[src/rtl/my_pkg.sv]
// Shared types for the RV32M/RV64M multiply/divide unit.
// Opcodes, FSM states and opcode classification helpers.
package my_pkg;

    typedef enum logic [2:0] {
        OP_MUL,
        OP_MULH,
        OP_MULHSU,
        OP_MULHU,
        OP_DIV,
        OP_DIVU,
        OP_REM,
        OP_REMU
    } op_type;

    typedef enum logic [1:0] {
        IDLE,
        ITER,
        FIX,
        DONE
    } muldiv_state_t;

    function automatic logic is_div_op(op_type op);
        return op inside {OP_DIV, OP_DIVU, OP_REM, OP_REMU};
    endfunction

    function automatic logic is_rem_op(op_type op);
        return op inside {OP_REM, OP_REMU};
    endfunction

    function automatic logic op_signed_a(op_type op);
        return op inside {OP_MULH, OP_MULHSU, OP_DIV, OP_REM};
    endfunction

    function automatic logic op_signed_b(op_type op);
        return op inside {OP_MULH, OP_DIV, OP_REM};
    endfunction

endpackage

[src/rtl/mul_div_unit.sv]
// Iterative XLEN-wide multiply/divide unit, one bit per cycle.
// Multiplier and divider share one 2*XLEN shift register and counter.
module mul_div_unit
    import my_pkg::*;
#(
    parameter int XLEN = 32
) (
    input  logic            clk,
    input  logic            reset_n,
    input  logic            start,
    input  logic            kill,
    input  op_type          i,
    input  logic [XLEN-1:0] opA,
    input  logic [XLEN-1:0] opB,
    output logic            busy,
    output logic            done,
    output logic [XLEN-1:0] result
);

    localparam int CW = $clog2(XLEN);
    localparam int W2 = 2 * XLEN;

    muldiv_state_t   state_q, state_d;
    op_type          op_q, op_d;
    logic            neg_q, neg_d;
    logic [CW-1:0]   cnt_q, cnt_d;
    logic [XLEN-1:0] opb_q, opb_d;
    logic [W2-1:0]   acc_q, acc_d;
    logic [XLEN-1:0] result_q, result_d;

    logic            accept;
    logic            sign_a;
    logic            sign_b;
    logic [XLEN-1:0] mag_a;
    logic [XLEN-1:0] mag_b;
    logic [XLEN:0]   add_sum;
    logic [XLEN:0]   rem_sh;
    logic [XLEN:0]   trial;
    logic [W2-1:0]   prod;
    logic [XLEN-1:0] quo;
    logic [XLEN-1:0] rem;

    // Decode operand signs and magnitudes for a new request
    always_comb begin
        sign_a = op_signed_a(i) & opA[XLEN-1];
        sign_b = op_signed_b(i) & opB[XLEN-1];
        mag_a  = sign_a ? -opA : opA;
        mag_b  = sign_b ? -opB : opB;
        accept = start && (state_q == IDLE || state_q == DONE);
    end

    // Shift-add / restoring-divide step and final sign correction
    always_comb begin
        add_sum = {1'b0, acc_q[W2-1:XLEN]}
                + (acc_q[0] ? {1'b0, opb_q} : '0);
        rem_sh  = acc_q[W2-1:XLEN-1];
        trial   = rem_sh - {1'b0, opb_q};
        prod    = neg_q ? -acc_q : acc_q;
        quo     = neg_q ? -acc_q[XLEN-1:0] : acc_q[XLEN-1:0];
        rem     = neg_q ? -acc_q[W2-1:XLEN] : acc_q[W2-1:XLEN];
    end

    // Next-state logic; kill overrides everything and freezes result
    always_comb begin
        state_d  = state_q;
        op_d     = op_q;
        neg_d    = neg_q;
        cnt_d    = cnt_q;
        opb_d    = opb_q;
        acc_d    = acc_q;
        result_d = result_q;
        unique case (state_q)
            IDLE, DONE: begin
                if (accept) begin
                    op_d  = i;
                    neg_d = is_rem_op(i) ? sign_a : (sign_a ^ sign_b);
                    opb_d = mag_b;
                    if (is_div_op(i) && opB == '0) begin
                        state_d  = DONE;
                        result_d = is_rem_op(i) ? opA : '1;
                    end else begin
                        state_d = ITER;
                        cnt_d   = CW'(XLEN - 1);
                        acc_d   = {{XLEN{1'b0}}, mag_a};
                    end
                end else begin
                    state_d = IDLE;
                end
            end
            ITER: begin
                if (is_div_op(op_q)) begin
                    acc_d = trial[XLEN]
                          ? {rem_sh[XLEN-1:0], acc_q[XLEN-2:0], 1'b0}
                          : {trial[XLEN-1:0], acc_q[XLEN-2:0], 1'b1};
                end else begin
                    acc_d = {add_sum, acc_q[XLEN-1:1]};
                end
                cnt_d = cnt_q - CW'(1);
                if (cnt_q == '0) begin
                    state_d = FIX;
                end
            end
            FIX: begin
                unique case (op_q)
                    OP_MUL:    result_d = acc_q[XLEN-1:0];
                    OP_MULH:   result_d = prod[W2-1:XLEN];
                    OP_MULHSU: result_d = prod[W2-1:XLEN];
                    OP_MULHU:  result_d = prod[W2-1:XLEN];
                    OP_DIV:    result_d = quo;
                    OP_DIVU:   result_d = quo;
                    OP_REM:    result_d = rem;
                    OP_REMU:   result_d = rem;
                endcase
                state_d = DONE;
            end
        endcase
        if (kill) begin
            state_d  = IDLE;
            result_d = result_q;
        end
    end

    // State and datapath registers
    always_ff @(posedge clk) begin
        if (!reset_n) begin
            state_q  <= IDLE;
            op_q     <= OP_MUL;
            neg_q    <= 1'b0;
            cnt_q    <= '0;
            opb_q    <= '0;
            acc_q    <= '0;
            result_q <= '0;
        end else begin
            state_q  <= state_d;
            op_q     <= op_d;
            neg_q    <= neg_d;
            cnt_q    <= cnt_d;
            opb_q    <= opb_d;
            acc_q    <= acc_d;
            result_q <= result_d;
        end
    end

    assign busy   = (state_q == ITER) || (state_q == FIX);
    assign done   = (state_q == DONE);
    assign result = result_q;

endmodule

[config.mk]
export PLATFORM = sky130hd
export DESIGN_NAME = mul_div_unit
export DESIGN_NICKNAME = d
export VERILOG_FILES = /design/src/rtl/my_pkg.sv /design/src/rtl/mul_div_unit.sv
export SDC_FILE = /design/constraint.sdc
export NUM_CORES = 1
export LEC_CHECK = 0
export CORE_ASPECT_RATIO = 0.8
export CORE_UTILIZATION = 38
export DETAILED_ROUTE_END_ITERATION = 8
export GPL_TIMING_DRIVEN = 0
export PLACE_DENSITY = 0.59
export SYNTH_ARGS = -nofsm -noshare
export SYNTH_HDL_FRONTEND = slang
export SYNTH_SLANG_ARGS = --single-unit
[constraint.sdc]
create_clock -name clk -period 10.45 [get_ports clk]
set_clock_uncertainty 0.05 [all_clocks]
set_input_delay 2.09 -clock clk [delete_from_list [all_inputs] [get_ports clk]]
set_output_delay 2.09 -clock clk [all_outputs]
set_load 0.03 [all_outputs]
==> results.yml <==
run_status:
  status: "finished clean"
final_layout:
  final_cells: 2534
  fin_nets: 2196
  syn_to_final_growth_pct: 16.1
  drive_gt1_share_pct: 3.20
  design_area_um2: 16000
  antenna_cells: 0
drt:
  num_vias: 15500
  wl_um: 59700
  drc_errors: 0
  dr.pass1.iters: 6
  wl_per_cell_um: 23.6
  drtIter0Drc: 1652
  via_per_inst: 6.13
  ant_nets: 0
logic_synthesis:
  async_flop_share_pct: 0
  ys_warn_count: 0
  synth_nets: 2074
  avgSynthCellArea_um2: 7.14
  yosysTopAreaCell: "dfxtp_1"
  synth_edf_count: 0
  netlist.area_leader.share_pct: 20.2
  ys.flop_type: "dfxtp_1"
  postSynthCellCount: 1927
  ys_ff_latch: 139
  synth_area_leaders: "dfxtp_1 20%, ha_1 6.7%, xnor2_1 6.3%"
  syn-cell-area_um2: 13700
  synth_cell_types: 76
  ys_seq_area_share_pct: 20.2
floorplan:
  placementRows: 61
  fp.dieW_um: 215
  core_area_um2: 35200
  ios: 105
  die_h_um: 172
  die-area_um2: 37000
  start_util_pct: 39.1
timing:
  finalHoldViolations: 0
  grt_setup_unrepaired: "false"
  worst_pin_slew_ns: 1.37
  slew_headroom_pct: 7.78
  timing.final.setup_violations: 0
  tns_ns: 0
  fin_ws_ns: 4.30
  slew_viol_final: 0
  period_share_pct: 58.8
  clock.fmax_ghz: 0.163
  layout_min_cycle_time_ns: 6.15
cts:
  postCtsSetupBuffers: 0
  htreeDepth: 4
  cts-root-buf: "clkbuf_16"
  cts_tree: "yes"
  cts_hold_buffers: 0
  clockBufferDepth: 2
  clk_latency_ns: 0.47
  path_clk_slew_ns: 0.07
  cts-resized-gates: 0
  numCtsBuffers: 17
  cts.sinks: 139
min_path:
  whs_endpoint: "result[11]"
  hold_class: "flip-flop to flip-flop"
  worstHoldStart: "result[11]"
  hold_path_depth: 2
grt:
  grt_first_pass_wirelength_um: 88200
  grt_util_all_layers_pct: 31.7
  overflow: 0
  grt_max_degree: 17
  antenna_found_initial: 1
  first_global_vias: 14200
power_and_ir_drop:
  pwr_density_cell_nw_per_um2: 120
  p_leak_uw: 0.00599
  max-vdd-ir-drop_mv: 0.103
run:
  cap_violations: 0
setup_path:
  cp_max_fo: 10
  crit_path_start_kind: "input port"
  critical_path_class: "input port to flip-flop"
  crit_path_end_kind: "flip-flop"
  worstReg2RegEnd: "acc_q[51]"
  cp.required_ns: 10.77
  reg2reg_from: "acc_q[32]"
  r2r_cells: 14
  reg2reg_slack_ns: 5.03
  arrival_ns: 6.47
placed_design:
  pre_cts_ws_ns: 4.01
  dp_cells: 2502
  place_area_um2: 15400
  hpwl_um: 47600
  gp_congestion: 0.993
  io_buffers: 103
-- where the power goes --
part / total [µW] / internal [µW] / switching (µW)
logic: 655 / 226 / 429
registers: 613 / 571 / 41.8
clock network: 646 / 357 / 289
total: 1910 / 1150 / 761
-- cell families after synthesis --
family | synth area share, %
adders and majority gates | 7.03
muxes | 4.10
and+or+nand+nor | 20.9
DFF | 20.2
buffers and inverters | 6.11
AOI/OAI and AO/OA | 29.9
xor gates and xnor gates | 11.7
-- per-stage QoR --
step	power (µW)	hold WS [ns]	util [%]
CTS	1890	0.414	45.4
global placement	1250	0.388	43.7
floorplan	1020	0.382	-
finish	1910	0.415	45.4
global route	1990	0.438	45.4
detailed placement	1250	0.398	43.7
-- critical path, cell delays in order --
cell and delay [ns]:
clkdlybuf4s50_1 0.46, inv_1 0.10, ha_1 0.19, or3b_2 0.46
nor3_1 0.48, nand4_1 0.30, o21ai_0 0.25, nand2_1 0.36
o21ai_0 0.39, clkbuf_1 0.54, clkbuf_1 0.57, nand2_1 0.12
a21oi_1 0.15
-- worst max path at each step --
stage | from | endpoint | slack (ns)
5_1_grt | opB[0] | acc_q[28] | 4.15
3_5_place_dp | opB[0] | acc_q[28] | 4.01
3_3_place_gp | opB[0] | result[31] | 3.32
2_1_floorplan | opB[0] | acc_q[62] | 5.71
6_report | opB[0] | acc_q[28] | 4.30
4_1_cts | opB[0] | acc_q[28] | 4.48
-- cell type report --
type / count / area, µm²
Clock inverter: 14 / 163
Tap cell: 472 / 591
Multi-Input combinational cell: 1571 / 10100
Timing Repair Buffer: 103 / 1030
Clock buffer: 18 / 429
Sequential cell: 139 / 2780
Fill cell: 3617 / 19200
Buffer: 150 / 588
Inverter: 67 / 251
-- registers in the layout, summed over array words and instances (netlist names) --
| name | flops |
|---|---|
| cnt_q | 5 |
| acc_q | 64 |
| neg_q | 1 |
| opb_q | 32 |
| op_q | 3 |
| result | 32 |
| state_q | 2 |
-- synthesized netlist by cell type, types with 19 or more instances --
| cell type | count |
|---|---|
| or4_1 | 19 |
| inv_1 | 66 |
| nand2b_1 | 25 |
| o22ai_1 | 26 |
| nand3_1 | 33 |
| o21ai_0 | 154 |
| xnor2_1 | 99 |
| xor2_1 | 85 |
| a21o_1 | 30 |
| nand2_1 | 216 |
| dfxtp_1 | 139 |
| a211oi_1 | 49 |
| nor2_1 | 177 |
| ha_1 | 74 |
| a21oi_1 | 147 |
| clkbuf_1 | 129 |
| or3_1 | 26 |
| mux2i_1 | 54 |
| o211ai_1 | 47 |
| o31ai_1 | 29 |
| nor3_1 | 45 |
-- routing by layer --
metal  GRT usage (%)  vias to the layer above  wire length, µm
li1                -                     7262                -
met1            46.5                     7442            28400
met2            44.9                      752            23700
met3            8.87                       65             6560
met4            7.48                        0              987
met5               0                        -                0
-- cell usage in the layout, fill, tap and decap left out, types with 16 or more instances in the layout --
| cell type | n |
|---|---|
| a211oi_1 | 49 |
| a21o_1 | 30 |
| a21oi_1 | 147 |
| a22oi_1 | 16 |
| a31oi_1 | 16 |
| clkbuf_1 | 130 |
| clkbuf_16 | 17 |
| clkdlybuf4s50_1 | 103 |
| dfxtp_1 | 139 |
| ha_1 | 74 |
| inv_1 | 66 |
| mux2i_1 | 54 |
| nand2_1 | 216 |
| nand2b_1 | 25 |
| nand3_1 | 33 |
| nor2_1 | 177 |
| nor3_1 | 44 |
| nor4_1 | 16 |
| o211ai_1 | 47 |
| o21ai_0 | 154 |
| o22ai_1 | 26 |
| o31ai_1 | 29 |
| o41ai_1 | 16 |
| or3_1 | 26 |
| or4_1 | 19 |
| xnor2_1 | 99 |
| xor2_1 | 85 |
(Power assumes the default switching activity.)
